## config.mk

```make
export PLATFORM = sky130hd
export DESIGN_NAME = sbox_share_ctrl
export DESIGN_NICKNAME = d
export VERILOG_FILES = /design/src/rtl/sbox_share_ctrl.sv
export SDC_FILE = /design/constraint.sdc
export NUM_CORES = 1
export LEC_CHECK = 0
export CAP_MARGIN = 20
export CELL_PAD_IN_SITES_DETAIL_PLACEMENT = 2
export CELL_PAD_IN_SITES_GLOBAL_PLACEMENT = 2
export CORE_AREA = 2 2 341 343
export CTS_CLUSTER_DIAMETER = 30
export DETAILED_ROUTE_END_ITERATION = 12
export DIE_AREA = 0 0 343 345
export PLACE_DENSITY_LB_ADDON = 0.1
export REMOVE_ABC_BUFFERS = 1
export SYNTH_ARGS = -nofsm -noshare
export SYNTH_HDL_FRONTEND = slang
export SYNTH_SLANG_ARGS = --single-unit
```

## constraint.sdc

```tcl
create_clock -name iClk -period 6.7 [get_ports iClk]
set_input_delay 1.675 -clock iClk [delete_from_list [all_inputs] [get_ports iClk]]
set_output_delay 1.675 -clock iClk [all_outputs]
set_load 0.01 [all_outputs]
```

## src/rtl/sbox_share_ctrl.sv

```systemverilog
// rtl/sbox_share_ctrl.sv - one 32-bit S-box lane shared between SubBytes state jobs and SubWord key words
// Ports:
//   iClk, iRst            clock, synchronous active-high reset
//   iStValid/oStReady     state job handshake, iState[0:127] (column c = iState[32c:32c+31])
//   oState, oStDone       SubBytes result and its one-cycle update pulse
//   iKwValid/oKwReady     key word handshake, iWord[0:31]
//   oWord, oKwDone        SubWord result and its one-cycle update pulse
//   oBusy                 state job in progress
//   oStallCnt             (SBOX_SHARE_STATS_EN only) RUN cycles whose slot went to the key
// Parameter KW_PRIORITY: 0 = alternate state/key on contention, 1 = key always wins.

module s_box (
  input  logic [7:0] in_byte,
  output logic [7:0] out_byte
);
  localparam logic [7:0] SBOX_TABLE [0:255] = '{
    8'h63, 8'h7c, 8'h77, 8'h7b, 8'hf2, 8'h6b, 8'h6f, 8'hc5, 8'h30, 8'h01, 8'h67, 8'h2b, 8'hfe, 8'hd7, 8'hab, 8'h76,
    8'hca, 8'h82, 8'hc9, 8'h7d, 8'hfa, 8'h59, 8'h47, 8'hf0, 8'had, 8'hd4, 8'ha2, 8'haf, 8'h9c, 8'ha4, 8'h72, 8'hc0,
    8'hb7, 8'hfd, 8'h93, 8'h26, 8'h36, 8'h3f, 8'hf7, 8'hcc, 8'h34, 8'ha5, 8'he5, 8'hf1, 8'h71, 8'hd8, 8'h31, 8'h15,
    8'h04, 8'hc7, 8'h23, 8'hc3, 8'h18, 8'h96, 8'h05, 8'h9a, 8'h07, 8'h12, 8'h80, 8'he2, 8'heb, 8'h27, 8'hb2, 8'h75,
    8'h09, 8'h83, 8'h2c, 8'h1a, 8'h1b, 8'h6e, 8'h5a, 8'ha0, 8'h52, 8'h3b, 8'hd6, 8'hb3, 8'h29, 8'he3, 8'h2f, 8'h84,
    8'h53, 8'hd1, 8'h00, 8'hed, 8'h20, 8'hfc, 8'hb1, 8'h5b, 8'h6a, 8'hcb, 8'hbe, 8'h39, 8'h4a, 8'h4c, 8'h58, 8'hcf,
    8'hd0, 8'hef, 8'haa, 8'hfb, 8'h43, 8'h4d, 8'h33, 8'h85, 8'h45, 8'hf9, 8'h02, 8'h7f, 8'h50, 8'h3c, 8'h9f, 8'ha8,
    8'h51, 8'ha3, 8'h40, 8'h8f, 8'h92, 8'h9d, 8'h38, 8'hf5, 8'hbc, 8'hb6, 8'hda, 8'h21, 8'h10, 8'hff, 8'hf3, 8'hd2,
    8'hcd, 8'h0c, 8'h13, 8'hec, 8'h5f, 8'h97, 8'h44, 8'h17, 8'hc4, 8'ha7, 8'h7e, 8'h3d, 8'h64, 8'h5d, 8'h19, 8'h73,
    8'h60, 8'h81, 8'h4f, 8'hdc, 8'h22, 8'h2a, 8'h90, 8'h88, 8'h46, 8'hee, 8'hb8, 8'h14, 8'hde, 8'h5e, 8'h0b, 8'hdb,
    8'he0, 8'h32, 8'h3a, 8'h0a, 8'h49, 8'h06, 8'h24, 8'h5c, 8'hc2, 8'hd3, 8'hac, 8'h62, 8'h91, 8'h95, 8'he4, 8'h79,
    8'he7, 8'hc8, 8'h37, 8'h6d, 8'h8d, 8'hd5, 8'h4e, 8'ha9, 8'h6c, 8'h56, 8'hf4, 8'hea, 8'h65, 8'h7a, 8'hae, 8'h08,
    8'hba, 8'h78, 8'h25, 8'h2e, 8'h1c, 8'ha6, 8'hb4, 8'hc6, 8'he8, 8'hdd, 8'h74, 8'h1f, 8'h4b, 8'hbd, 8'h8b, 8'h8a,
    8'h70, 8'h3e, 8'hb5, 8'h66, 8'h48, 8'h03, 8'hf6, 8'h0e, 8'h61, 8'h35, 8'h57, 8'hb9, 8'h86, 8'hc1, 8'h1d, 8'h9e,
    8'he1, 8'hf8, 8'h98, 8'h11, 8'h69, 8'hd9, 8'h8e, 8'h94, 8'h9b, 8'h1e, 8'h87, 8'he9, 8'hce, 8'h55, 8'h28, 8'hdf,
    8'h8c, 8'ha1, 8'h89, 8'h0d, 8'hbf, 8'he6, 8'h42, 8'h68, 8'h41, 8'h99, 8'h2d, 8'h0f, 8'hb0, 8'h54, 8'hbb, 8'h16
  };

  assign out_byte = SBOX_TABLE[in_byte];
endmodule

module sbox_share_ctrl #(
  parameter int KW_PRIORITY = 0
) (
  input  logic         iClk,
  input  logic         iRst,
  input  logic         iStValid,
  output logic         oStReady,
  input  logic [0:127] iState,
  output logic [0:127] oState,
  output logic         oStDone,
  input  logic         iKwValid,
  output logic         oKwReady,
  input  logic [0:31]  iWord,
  output logic [0:31]  oWord,
  output logic         oKwDone,
  output logic         oBusy
`ifdef SBOX_SHARE_STATS_EN
  ,
  output logic [15:0]  oStallCnt
`endif
);

  typedef enum logic {ST_IDLE, ST_RUN} state_e;

  state_e       state_q, state_d;
  logic [1:0]   col_q, col_d;
  logic [0:127] work_q, work_d;
  logic [0:127] ost_q, ost_d;
  logic [0:31]  oword_q, oword_d;
  logic         st_done_q, st_done_d;
  logic         kw_done_q, kw_done_d;
  logic         last_kw_q, last_kw_d;   // 1: last used slot went to the key

  logic         run;
  logic         st_accept;
  logic         kw_fire;
  logic         col_fire;
  logic [0:31]  lane_in;
  logic [0:31]  lane_out;

  for (genvar i = 0; i < 4; i++) begin : g_lane
    s_box u_s_box (
      .in_byte  (lane_in[8*i +: 8]),
      .out_byte (lane_out[8*i +: 8])
    );
  end

  always_comb begin
    run       = (state_q == ST_RUN);
    oStReady  = !iRst && !run;
    if (iRst) begin
      oKwReady = 1'b0;
    end else if (!run || (KW_PRIORITY != 0)) begin
      oKwReady = 1'b1;
    end else begin
      // Round-robin: the key only gets the slot after a column pass.
      oKwReady = !last_kw_q;
    end
    st_accept = iStValid && oStReady;
    kw_fire   = iKwValid && oKwReady;
    // A ready-but-idle key port does not waste the slot.
    col_fire  = run && !kw_fire;
    lane_in   = kw_fire ? iWord : work_q[{col_q, 5'd0} +: 32];

    state_d   = state_q;
    col_d     = col_q;
    work_d    = work_q;
    ost_d     = ost_q;
    oword_d   = oword_q;
    st_done_d = 1'b0;
    kw_done_d = kw_fire;
    last_kw_d = last_kw_q;

    if (kw_fire) begin
      oword_d   = lane_out;
      last_kw_d = 1'b1;
    end

    if (st_accept) begin
      work_d  = iState;
      col_d   = 2'd0;
      state_d = ST_RUN;
    end else if (col_fire) begin
      work_d[{col_q, 5'd0} +: 32] = lane_out;
      col_d     = 2'(col_q + 2'd1);
      last_kw_d = 1'b0;
      if (col_q == 2'd3) begin
        // Publish the whole buffer at once so oState never shows a mix of old and new.
        ost_d     = work_d;
        st_done_d = 1'b1;
        state_d   = ST_IDLE;
      end
    end
  end

  always_ff @(posedge iClk) begin
    if (iRst) begin
      state_q   <= ST_IDLE;
      col_q     <= 2'd0;
      work_q    <= '0;
      ost_q     <= '0;
      oword_q   <= '0;
      st_done_q <= 1'b0;
      kw_done_q <= 1'b0;
      last_kw_q <= 1'b1;
    end else begin
      state_q   <= state_d;
      col_q     <= col_d;
      work_q    <= work_d;
      ost_q     <= ost_d;
      oword_q   <= oword_d;
      st_done_q <= st_done_d;
      kw_done_q <= kw_done_d;
      last_kw_q <= last_kw_d;
    end
  end

  assign oState  = ost_q;
  assign oStDone = st_done_q;
  assign oWord   = oword_q;
  assign oKwDone = kw_done_q;
  assign oBusy   = run;

`ifdef SBOX_SHARE_STATS_EN
  logic [15:0] stall_cnt_q, stall_cnt_d;

  always_comb begin
    stall_cnt_d = stall_cnt_q;
    if (st_accept) begin
      stall_cnt_d = 16'd0;
    end else if (run && kw_fire && (stall_cnt_q != 16'hFFFF)) begin
      stall_cnt_d = stall_cnt_q + 16'd1;
    end
  end

  always_ff @(posedge iClk) begin
    if (iRst) begin
      stall_cnt_q <= 16'd0;
    end else begin
      stall_cnt_q <= stall_cnt_d;
    end
  end

  assign oStallCnt = stall_cnt_q;
`endif

endmodule
```

==> out/metrics.csv <==
stage;metric;value;unit
status;status;finished clean;
timing;rsz0062_at_grt;false;
timing;period_share;90.1;%
clock_network;cts-root-buf;clkbuf_16;
logic_synthesis;netlist_area;28400;um2
clock_network;cts.clk_slew.worst_paths;0.05;ns
clock_network;cts_tree;done;
critical_path;critPathCapture;oState[23];
cells_and_area;stdcell_count;5718;
global_routing;grt_pass1_wl;304000;um
detailed_routing;drcViolationCount;0;
clock_network;cts_max_level;3;
cells_and_area;drive_gt1_share;18.1;%
global_routing;met1_usage;49.3;%
cells_and_area;final_cell_mix;352 x a21oi_1, 340 x buf_4, 327 x clkdlybuf4s50_1;
critical_path;worst-path-buf-inv;6;
critical_path;cp_cell_sequence;clkdlybuf4s50_1 -> nor2b_4 -> buf_12 -> buf_4 -> and3_1 -> nor2_4 -> inv_2 -> buf_12 -> nor2_1 -> o311ai_0 -> o211a_1 -> o221ai_2 -> buf_4 -> a221oi_1 -> nor2_1;
logic_synthesis;synth_flop_cell;dfxtp_1;
critical_path;crit_path_top_delay_cell;o311ai_0;
min_path;hold_class;flop to flop;
critical_path;r2r_start;oBusy;
timing;setup_viol;0;
detailed_routing;via_per_inst;6.70;
logic_synthesis;synth-seq-cells;294;
clock_network;post_cts_resized;0;
place;portBuffers;328;
detailed_routing;dr.first_iter.drc_count;5185;
detailed_routing;first_pass_iters;6;
cells_and_area;final_common_cell;a21oi_1;
clock_network;postCtsHoldBufs;0;
global_routing;grtUsageMet3;5.54;%
global_routing;grt_pass1_vias;38129;
place;dp_cells;5553;
global_routing;antenna_found_initial;8;
critical_path;cp_slowest_stage_delay;0.82;ns
critical_path;cp-start-kind;primary input;
global_routing;grt-busiest-layer;met2;
critical_path;crit_start;iKwValid;
floorplanning;die_h;345;um
critical_path;path_max_fanout;74;
critical_path;critical_path_class;primary input to flop;
floorplanning;start_util;24.7;%
logic_synthesis;ys_types;130;
logic_synthesis;yosysWarnings;0;
detailed_routing;via_count;38293;
timing;slew_violations;0;
timing;worst_slew_pin_slew;1.19;ns
clock_network;worstSkewPairLatency;0.67;ns
floorplanning;pin_count;329;
cells_and_area;multi_input_area;20300;um2
logic_synthesis;syn_inst;3756;
clock_network;post_cts_buffers;0;
detailed_routing;ant_nets;0;
clock_network;numClockSinks;294;
clock_network;clockBufferDepth;3;
place;dp_hpwl;158000;um
critical_path;cp_num_cells;15;
global_routing;gr-total-overflow;0;
pwr;cellPowerDensity;355;nW/um2
critical_path;arrival;6.59;ns
logic_synthesis;syn_area_per_cell;7.56;um2
floorplanning;rows;125;
critical_path;worstRegToRegCells;15;
detailed_routing;wl;217000;um
clock_network;cts_buffers;87;
place;place.gp.congestion;0.989;
cells_and_area;fillers;13137;
cells_and_area;nNetsFinal;4341;
cells_and_area;seqCellArea;5890;um2
pwr;vdd_ir_drop_max;0.192;mV
timing;fmax;166;MHz
cells_and_area;area.growth.synth_to_final;33.7;%
floorplanning;die-width;343;um
pwr;p_leak;0.0135;uW
global_routing;grt_max_degree;75;
timing;slew_headroom;19.6;%
floorplanning;coreArea;115000;um2
critical_path;cp_data_required_time;7.25;ns
global_routing;track_usage;35.0;%
critical_path;path_delay_family;buffers and inverters;
critical_path;end_kind;flop;
critical_path;r2r_setup_slack;1.45;ns
timing;clock_skew;0.0551;ns
timing;finalHoldViolCount;0;
detailed_routing;routedWlPerCell;37.9;um
timing;finalCriticalPeriod;6.04;ns
cells_and_area;post-route-util;33.0;%
logic_synthesis;synthArstFlopShare;0;%
floorplanning;die_area;118000;um2
logic_synthesis;ys_seq_area_share;20.7;%
flow_run;maxCapViolCount;0;
logic_synthesis;synth_edf_count;0;
global_routing;groute.layer.met2.usage;52.4;%
critical_path;r2r-end;oState[23];
==> power by group <==
| part | leakage [uW] | switching (uW) | internal, uW |
|---|---|---|---|
| Combinational | 0.00961 | 4770 | 2190 |
| Sequential | 0.00239 | 135 | 1860 |
| Clock | 0.00155 | 1420 | 3110 |
| Total | 0.0135 | 6330 | 7160 |
==> synth_stat cells, types with 56 or more instances <==
cell type	n	area share, %
nor2_1	167	2.2
and3_1	71	1.6
ha_1	57	2.5
o22ai_1	147	3.2
buf_2	142	2.5
a21oi_1	355	6.3
nand3_1	169	3.0
o21ai_0	295	5.2
dfxtp_1	294	21
o21ai_1	56	0.99
a22oi_1	161	4.3
a31oi_1	69	1.5
nand2_1	273	3.6
o211ai_1	82	2.2
clkbuf_1	199	2.6
a211oi_1	92	2.4
nor3_1	112	2.0
==> worst register-to-register path, stage by stage (launching register included) <==
cell	delay, ns
dfxtp_1	0.71
and2_4	0.64
buf_4	0.40
o21ai_4	0.16
nand2_4	0.26
inv_2	0.13
buf_4	0.19
ha_1	0.36
o21ai_0	0.19
a21oi_1	0.11
o311ai_0	0.86
o211a_1	0.36
o221ai_2	0.13
buf_4	0.22
a221oi_1	0.38
nor2_1	0.07
==> cells by family (layout without fill, tap and decap cells) <==
| group | after synthesis | count (layout) | synth area share (%) |
|---|---|---|---|
| AOI/OAI and AO/OA | 1848 | 1848 | 45.9 |
| xor gates and xnor gates | 10 | 10 | 0.308 |
| adders and majority gates | 58 | 58 | 2.55 |
| buffers and inverters | 483 | 918 | 8.38 |
| DFF | 294 | 294 | 20.7 |
| muxes | 77 | 77 | 4.30 |
| other | 0 | 3 | 0 |
| and+or+nand+nor | 986 | 986 | 17.9 |
==> flip-flops by register name, summed over array words and instances (netlist names) <==
signal / cells
col_q: 2
last_kw_q: 1
work_q: 128
oState: 128
oWord: 32
oBusy: 1
oStDone: 1
oKwDone: 1
==> through the flow <==
step / hold slack [ns] / total power, uW / TNS (ns) / cell area [um2] / setup WS (ns)
after CTS: 0.453 / 13300 / 0 / 37900 / 0.893
after floorplan: 0.453 / 5350 / -544.79 / 26300 / -2.86
after detailed placement: 0.448 / 8690 / 0 / 34700 / 0.192
after global routing: 0.473 / 13800 / 0 / 38000 / 0.613
after global placement: 0.438 / 8710 / 0 / 34700 / 0.209
final: 0.451 / 13500 / 0 / 38000 / 0.660
==> final cells by class <==
class / count / area share, %
Clock buffer: 98 / 5.97
Timing Repair Buffer: 698 / 16.9
Antenna cell: 3 / 0.0198
Sequential cell: 294 / 15.5
Tap cell: 1524 / 5.02
Multi-Input combinational cell: 2979 / 53.4
Clock inverter: 62 / 2.52
Inverter: 60 / 0.596
==> worst min-delay path by stage <==
stage	slack, ns	depth (start not counted)	start	to
4_1_cts	0.45	2	oState[127]	oState[127]
5_1_grt	0.47	2	oState[101]	oState[101]
3_5_place_dp	0.45	2	oState[127]	oState[127]
2_1_floorplan	0.45	2	work_q[19]	oState[19]
3_3_place_gp	0.44	2	oState[100]	oState[100]
6_report	0.45	2	oState[127]	oState[127]
==> layer usage <==
layer,part of all wire [%],vias up
met2,43,2262
li1,-,15776
met4,4.8,4
met5,0.012,-
met3,8.6,464
met1,44,19787
(Power assumes the default switching activity.)
